<file path="config.mk">
export PLATFORM = sky130hd
export DESIGN_NAME = fetch_unit
export DESIGN_NICKNAME = d
export VERILOG_FILES = /design/src/rtl/fetch_unit.sv
export SDC_FILE = /design/constraint.sdc
export NUM_CORES = 1
export LEC_CHECK = 0
export ABC_AREA = 1
export CAP_MARGIN = 20
export CORE_ASPECT_RATIO = 1.25
export CORE_MARGIN = 5
export CORE_UTILIZATION = 35
export CTS_BUF_LIST = sky130_fd_sc_hd__clkbuf_2 sky130_fd_sc_hd__clkbuf_4 sky130_fd_sc_hd__clkbuf_8
export CTS_CLUSTER_SIZE = 12
export DETAILED_ROUTE_END_ITERATION = 8
export DONT_BUFFER_PORTS = 1
export PLACE_DENSITY = 0.5
export SETUP_SLACK_MARGIN = 0.3
export SLEW_MARGIN = 20
export SYNTH_ARGS = -nofsm -noshare
export SYNTH_HDL_FRONTEND = slang
export SYNTH_SLANG_ARGS = --single-unit
</file>
<file path="constraint.sdc">
create_clock -name clk -period 2.84 [get_ports clk]
set_input_delay 0.142 -clock clk [delete_from_list [all_inputs] [get_ports clk]]
set_output_delay 0.142 -clock clk [all_outputs]
set_load 0.01 [all_outputs]
</file>
<file path="src/rtl/fetch_unit.sv">
// fetch_unit: instruction fetch stage. Owns the PC, issues one outstanding
// imem request at a time (req/ack), presents the fetched word to the decoder
// (valid/ready) and computes the next PC when the word retires.
// Optional feature macro: FETCH_MISALIGN_TRAP_EN (misaligned next PC traps
// into FAULT instead of being silently aligned).
//
// state  | meaning
// -------+-----------------------------------------------------------
// IDLE   | just out of reset, request goes out next cycle
// FETCH  | imemReq high at pc, waiting for imemAck
// HOLD   | instr/pc presented with instrValid, waiting for instrReady
// FAULT  | misaligned target trapped (macro only), exits by reset only
module fetch_unit #(
  parameter logic [31:0] RESET_PC = 32'h0000_0000
) (
  input  logic        clk,
  input  logic        rstN,
  output logic [31:0] imemAddr,
  output logic        imemReq,
  input  logic [31:0] imemRdata,
  input  logic        imemAck,
  output logic [31:0] instr,
  output logic        instrValid,
  input  logic        instrReady,
  output logic [31:0] pc,
  output logic [31:0] pcPlus4,
  input  logic [1:0]  pcSrcCtrl,
  input  logic [25:0] jAddr,
  input  logic [31:0] imm,
  input  logic [31:0] regRsData,
  input  logic        zero,
  input  logic        bneCtrl,
  output logic        misalign
);

  typedef enum logic [1:0] {
    ST_IDLE,
    ST_FETCH,
    ST_HOLD
`ifdef FETCH_MISALIGN_TRAP_EN
    , ST_FAULT
`endif
  } state_t;

  localparam logic [1:0] SRC_INC4 = 2'd0;
  localparam logic [1:0] SRC_JUMP = 2'd1;
  localparam logic [1:0] SRC_JR   = 2'd2;
  localparam logic [1:0] SRC_BR   = 2'd3;

  state_t      state;
  logic [31:0] next_pc;
  logic [31:0] next_pc_aligned;
  logic        br_taken;

  assign imemAddr        = pc;
  assign pcPlus4         = pc + 32'd4;
  assign br_taken        = zero ^ bneCtrl;
  assign next_pc_aligned = next_pc & 32'hFFFF_FFFC;

  // Next-PC selection from the decoder/datapath; only consumed on retirement.
  always_comb begin
    next_pc = pcPlus4;
    case (pcSrcCtrl)
      SRC_INC4: next_pc = pcPlus4;
      SRC_JUMP: next_pc = {pcPlus4[31:28], jAddr, 2'b00};
      SRC_JR:   next_pc = regRsData;
      SRC_BR:   next_pc = br_taken ? (pcPlus4 + (imm << 2)) : pcPlus4;
      default:  next_pc = pcPlus4;
    endcase
  end

`ifndef FETCH_MISALIGN_TRAP_EN
  assign misalign = 1'b0;
`endif

  // Fetch sequencer; all handshake outputs are registered with the state.
  always_ff @(posedge clk or negedge rstN) begin
    if (!rstN) begin
      state      <= ST_IDLE;
      pc         <= RESET_PC;
      instr      <= 32'h0;
      instrValid <= 1'b0;
      imemReq    <= 1'b0;
`ifdef FETCH_MISALIGN_TRAP_EN
      misalign   <= 1'b0;
`endif
    end else begin
      case (state)
        ST_IDLE: begin
          state   <= ST_FETCH;
          imemReq <= 1'b1;
        end
        ST_FETCH: begin
          if (imemAck) begin
            instr      <= imemRdata;
            instrValid <= 1'b1;
            imemReq    <= 1'b0;
            state      <= ST_HOLD;
          end
        end
        ST_HOLD: begin
          if (instrReady) begin
            instrValid <= 1'b0;
`ifdef FETCH_MISALIGN_TRAP_EN
            // Keep the offending target in pc so it reads as the fault address.
            pc <= next_pc;
            if (next_pc[1:0] != 2'b00) begin
              misalign <= 1'b1;
              state    <= ST_FAULT;
            end else begin
              imemReq <= 1'b1;
              state   <= ST_FETCH;
            end
`else
            pc      <= next_pc_aligned;
            imemReq <= 1'b1;
            state   <= ST_FETCH;
`endif
          end
        end
`ifdef FETCH_MISALIGN_TRAP_EN
        ST_FAULT: begin
          imemReq    <= 1'b0;
          instrValid <= 1'b0;
          misalign   <= 1'b1;
        end
`endif
        default: begin
          state      <= ST_IDLE;
          imemReq    <= 1'b0;
          instrValid <= 1'b0;
        end
      endcase
    end
  end

`ifdef FETCH_MISALIGN_TRAP_EN
`else
  // next_pc_aligned is only consumed in the non-trapping build.
`endif

endmodule

</file>
# Word-level counts from Yosys, hierarchy flattened
# Cells that the tools add are included.
[totals] regBits=66 latch_bits=0 ram_bits=0 rom_bits=0 in_bits=130 output_inout_bits=131 word_cells=33 mem_count=0
[classes] addsub=2 mul=0 div=0 n_lt_le_gt_ge=0 eq_ne=7 shift=0 muxes=11 n_bitwise=2 n_reduce_logical=6
[op_table] cell="32-bit one-hot mux with 4 select lines" n=1
[op_table] cell="32-bit by 3-bit adder with 32-bit output, second input constant" n=1
[op_table] cell="32-bit adder" n=1
[op_table] cell="32-bit two-way mux" n=1
[op_table] cell="2-bit == test, second input constant" n=3
[op_table] cell="1-bit one-hot mux with 3 select lines" n=2
[op_table] cell="2-bit one-hot mux with 3 select lines" n=1
[op_table] cell="2-bit AND reduction" n=3
[op_table] cell="2-bit by 1-bit == test with 1-bit output, second input constant" n=2
[op_table] cell="2-bit logical NOT" n=2
[op_table] cell="1-bit two-way mux" n=4
[op_table] cell="2-bit two-way mux" n=2
[op_table] cell="2-bit != test, second input constant" n=2
[op_table] cell="3-bit AND reduction" n=1
[op_table] cell="1-bit inverter" n=1
[op_table] cell="1-bit bitwise XOR" n=1

# Logic depth before layout (Yosys ltp)
[depth] depth_word=4 mapped_depth=25

# Worst setup path before layout
# No wires, ideal clock.
[synth_path] path_kind="register to register" startpoint="reg pc[3] (netlist: imemAddr[3])" endpoint="reg pc[27] (netlist: imemAddr[27])" t_arrival_ns=2.802 path_slack_ns=-0.079 path_stages_with_launch=22 n_path_buf=0 synth_period_minus_slack_ns=2.919 path_cell_list="dfrtp_1 -> ha_1 -> nand2_1 -> inv_2 -> nand2_2 -> nor3_4 -> nand2_1 -> nor2_1 -> xnor2_1 -> inv_1 -> ha_1 -> nand2_1 -> nor2_1 -> nand2_1 -> nor2_1 -> nand2_1 -> nand3_1 -> nand2_1 -> o21ai_0 -> nand2_1 -> nand2_1 -> nand2_1"
[synth_via] elab_chain_len=4
[synth_lines] element="start: declaration" line="25" text="output logic [31:0] pc,"
[synth_lines] element="start signal: assignment" line="115" text="pc <= next_pc_aligned;"
[synth_lines] element="32-bit by 3-bit adder with 32-bit output" line="56" text="assign pcPlus4 = pc + 32'd4;"
[synth_lines] element="named net pcPlus4[22]" line="26" text="output logic [31:0] pcPlus4,"
[synth_lines] element="32-bit adder" line="67" text="SRC_BR: next_pc = br_taken ? (pcPlus4 + (imm << 2)) : pcPlus4;"
[synth_lines] element="32-bit two-way mux" line="67"
[synth_lines] element="32-bit one-hot mux with 4 select lines" line="63" text="case (pcSrcCtrl)"
# The timed path passes the listed nets, and every way through them passes these cells.
# A chain may end at the register's enable or synchronous reset.

# Worst setup path after layout
[layout_path] startpoint="reg pc[3] (netlist: imemAddr[3])" endpoint="reg pc[17] (netlist: imemAddr[17])"
[layout_via] elab_chain_len=4
[layout_lines] element="32-bit by 3-bit adder with 32-bit output *" line="56"
[layout_lines] element="32-bit adder" line="67"
[layout_lines] element="32-bit two-way mux" line="67"
[layout_lines] element="32-bit one-hot mux with 4 select lines *" line="63"
# Every way passes the cells marked *; elsewhere a longest branch is shown, timed or not.

==> flow_summary.json <==
{
  "viasPerCell": 5.054,
  "yosysSeqAreaShare": 0.2422,
  "end_kind": "flip-flop",
  "max_freq_ghz": 0.3320,
  "violations": "negative setup slack",
  "drive_gt1_frac": 0.4189,
  "rsz0062_at_grt": "true",
  "arrival_ps": 3300,
  "grt_busiest_layer": "met2",
  "outcome": "finished, violations left",
  "relSlewSlack": 0.4704,
  "rows": 56,
  "slew_viol_final": 0,
  "critical_path_class": "reg -> reg",
  "fin_ws_ps": -172.3,
  "drt_iter0_drc": 411,
  "ir_drop_uv": 529.0,
  "crit_fanout": 5,
  "clkSinkCount": 65,
  "startpoint_type": "flip-flop",
  "grtUsageMet3": 0.03839,
  "grt_pass1_vias": 7604,
  "gp_congestion": 0.9454,
  "p_switching_mw": 5.361,
  "wl_per_cell_um": 17.85,
  "portBuffers": 0,
  "synthFlopType": "dfrtp_1",
  "clk_pin_slew_worst_paths_ps": 80,
  "grt_max_degree": 66,
  "finalCriticalPeriod_ps": 3012,
  "die_h_um": 164.9,
  "worst_slew_pin_slew_ps": 793.6,
  "start_util": 0.3563,
  "hold_viol": 0,
  "dp_hpwl_um": 21650,
  "finClkSkew_ps": 17.84,
  "p_int_mw": 5.652,
  "post-route-util": 0.5487,
  "grt_antenna_before_repair": 0,
  "die_w_um": 133.9,
  "clock_path_buffers": 2,
  "maxCapViolations": 0,
  "postSynth.asyncResetShare": 1.000,
  "p_leak_nw": 5.134,
  "grt-ovfl-total": 0,
  "cts-root-buf": "clkbuf_8",
  "cts_made_buffers": 9,
  "via_count": 7748,
  "grt_util_met1": 0.2841,
  "switching_share": 0.4868,
  "final_nets": 1462,
  "p_seq_frac": 0.177,
  "synth_area_per_cell_um2": 6.265,
  "ant_nets": 0,
  "pin_count": 261,
  "startpoint": "imemAddr[3]",
  "synth_area_mm2": 0.006716,
  "r2r_cells": 23,
  "hp-start": "regRsData[29]",
  "min_path_type": "in -> reg",
  "num-fill-cells": 1809,
  "met2_usage": 0.4386,
  "design.die.area_mm2": 0.02208,
  "hold_path_depth": 4,
  "cts_htree_levels": 3,
  "cts_tree": "yes",
  "finalCritPeriodShare": 1.061,
  "synth_warnings": 0,
  "route.detailed.drc": 0,
  "num_antenna_cells": 0,
  "total_power_mw": 11.01,
  "synthCells": 1072,
  "ys_ff_latch": 65,
  "setup_viol": 18,
  "fp.coreArea_mm2": 0.01885,
  "grt.total_usage": 0.2379,
  "cp.required_ps": 3120,
  "synth-edff-count": 0,
  "drtPass1Iterations": 5,
  "combPwrFrac": 0.741,
  "r2r-start": "imemAddr[3]",
  "clock_latency_ps": 360,
  "synth_cell_types": 42,
  "areaGrowthSynthToFinish_pct": 53.97,
  "p_clk_frac": 0.082,
  "drt_wl_total_um": 27370,
  "power_density_mw_per_mm2": 1065,
  "grt_pass1_wl_um": 40790
}
worst max-delay path, stage by stage, from the launching register on:
cell     delay, ps
dfrtp_2        460
ha_4           160
nand2_2         50
inv_2           60
nand2_4         60
nor3_4         250
buf_6          170
nand3_4         70
nand2_4        100
inv_4           40
ha_4           300
nand2_4         80
buf_4          150
nor2_4         130
nand2_2         70
inv_2           90
nand2_1         70
nand2_1         70
nand2_1         50
nand3_1         50
o21ai_0         80
o21ai_1        170
nand2_1        120
nand2_1         70
Yosys cell counts, types with 2 or more instances:
cell type | n | area share
ha_1 | 35 | 0.065
nand3b_1 | 4 | 0.0045
o21bai_1 | 8 | 0.0089
and2_1 | 2 | 0.0019
a31oi_1 | 2 | 0.0019
xnor2_1 | 4 | 0.0052
xor2_1 | 13 | 0.017
a22oi_1 | 2 | 0.0022
nand2_2 | 3 | 0.0028
nor2_1 | 95 | 0.053
nand3_1 | 72 | 0.054
buf_2 | 3 | 0.0022
buf_4 | 38 | 0.042
o21ai_0 | 38 | 0.028
a2bb2oi_1 | 2 | 0.0026
nor2_2 | 5 | 0.0047
nand2_1 | 357 | 0.20
a221oi_1 | 17 | 0.022
o211ai_1 | 5 | 0.0056
dfrtp_1 | 65 | 0.24
mux2_2 | 32 | 0.054
inv_1 | 151 | 0.084
nand4_1 | 9 | 0.0084
o21ai_1 | 2 | 0.0015
a21oi_1 | 61 | 0.045
nor3_1 | 7 | 0.0052
inv_2 | 4 | 0.0022
or2_2 | 3 | 0.0028
clkbuf_1 | 20 | 0.011
cells in the final DEF, fill, tap and decap left out, types with 14 or more instances in the layout:
cell,Yosys,layout
nor2_4,0,19
o21ai_1,2,14
nand3_1,72,52
nor2_2,5,25
ha_4,0,25
a221oi_1,17,17
inv_2,4,25
dlygate4sd3_1,0,35
inv_1,151,126
mux2_2,32,32
nand3_2,1,18
o21ai_0,38,21
buf_4,38,216
dfrtp_1,65,56
nand2_1,357,281
nor2_1,95,56
nand2_2,3,67
a21oi_2,0,17
buf_6,0,15
a21oi_1,61,41
power groups by stage:
stage | clock network [mW] | logic, mW | registers (mW)
finish | 0.903 | 8.16 | 1.95
global route | 0.975 | 8.85 | 2.02
CTS | 0.931 | 7.36 | 1.94
detailed placement | 0 | 6.56 | 1.93
global placement | 0 | 6.53 | 1.95
floorplan | 0 | 3.73 | 2.05
stage by stage:
| step | hold WS (ps) | area, um^2 | TNS [ps] | worst slack, ps | cells |
|---|---|---|---|---|---|
| floorplan | -153.6 | 6987 | 0 | 119.5 | 1078 |
| global placement | -151.4 | 8473 | -2900 | -305.7 | 1457 |
| detailed placement | -151.9 | 8473 | -2996 | -328.8 | 1457 |
| CTS | 8.724 | 9739 | -701.7 | -73.43 | 1524 |
| global route | 29.42 | 10340 | -5052 | -347.3 | 1533 |
| finish | 23.25 | 10340 | -1752 | -172.3 | 1533 |
registers in the layout, indices dropped and copies added, names as in the netlist:
name and flops:
imemAddr 30, imemReq 1, instr 32, instrValid 1
state 1
cells by family (layout without fill, tap and decap cells):
family	after synthesis	count (layout)	share of synthesized area
compound gates	142	142	0.1246
xor+xnor	18	18	0.02459
fa+ha+maj	36	36	0.06818
buf+inv	216	439	0.1425
flops	65	65	0.2422
mux	32	32	0.05365
other cells	1	7	0.0005583
simple gates	562	562	0.3437
path summary, 6_finish.rpt:
path | end | slack, ps
max | imemAddr[17] | -170
max in group asynchronous | imemAddr[8] | 2190
min | imemAddr[29] | 20
min in group asynchronous | imemAddr[28] | 340
max reg2reg | imemAddr[17] | -170
min reg2reg | imemAddr[27] | 580
routing by layer:
metal  share of wire  up-vias
met5               0        -
li1                -     3828
met1            0.41     3607
met4           0.023        0
met2            0.51      277
met3           0.057       36
cell type report:
| class | instances | area (um^2) | share of cell area |
|---|---|---|---|
| Timing Repair Buffer | 268 | 2188 | 0.2116 |
| Tap cell | 232 | 290.3 | 0.02807 |
| Multi-Input combinational cell | 797 | 5409 | 0.5230 |
| Sequential cell | 65 | 1638 | 0.1584 |
| Inverter | 155 | 593.1 | 0.05735 |
| Clock inverter | 6 | 91.34 | 0.008832 |
| Clock buffer | 10 | 131.4 | 0.01270 |
repair_timing:
item / in CTS / in global routing
setup buffers: 15 / 9
endpoints found under the hold margin: 100 / 0
pin swaps: 30 / 64
hold buffers: 36 / 0
resized for setup: 121 / 149
setup endpoints to repair: 27 / 27
Power figures use the tool's default switching activity.
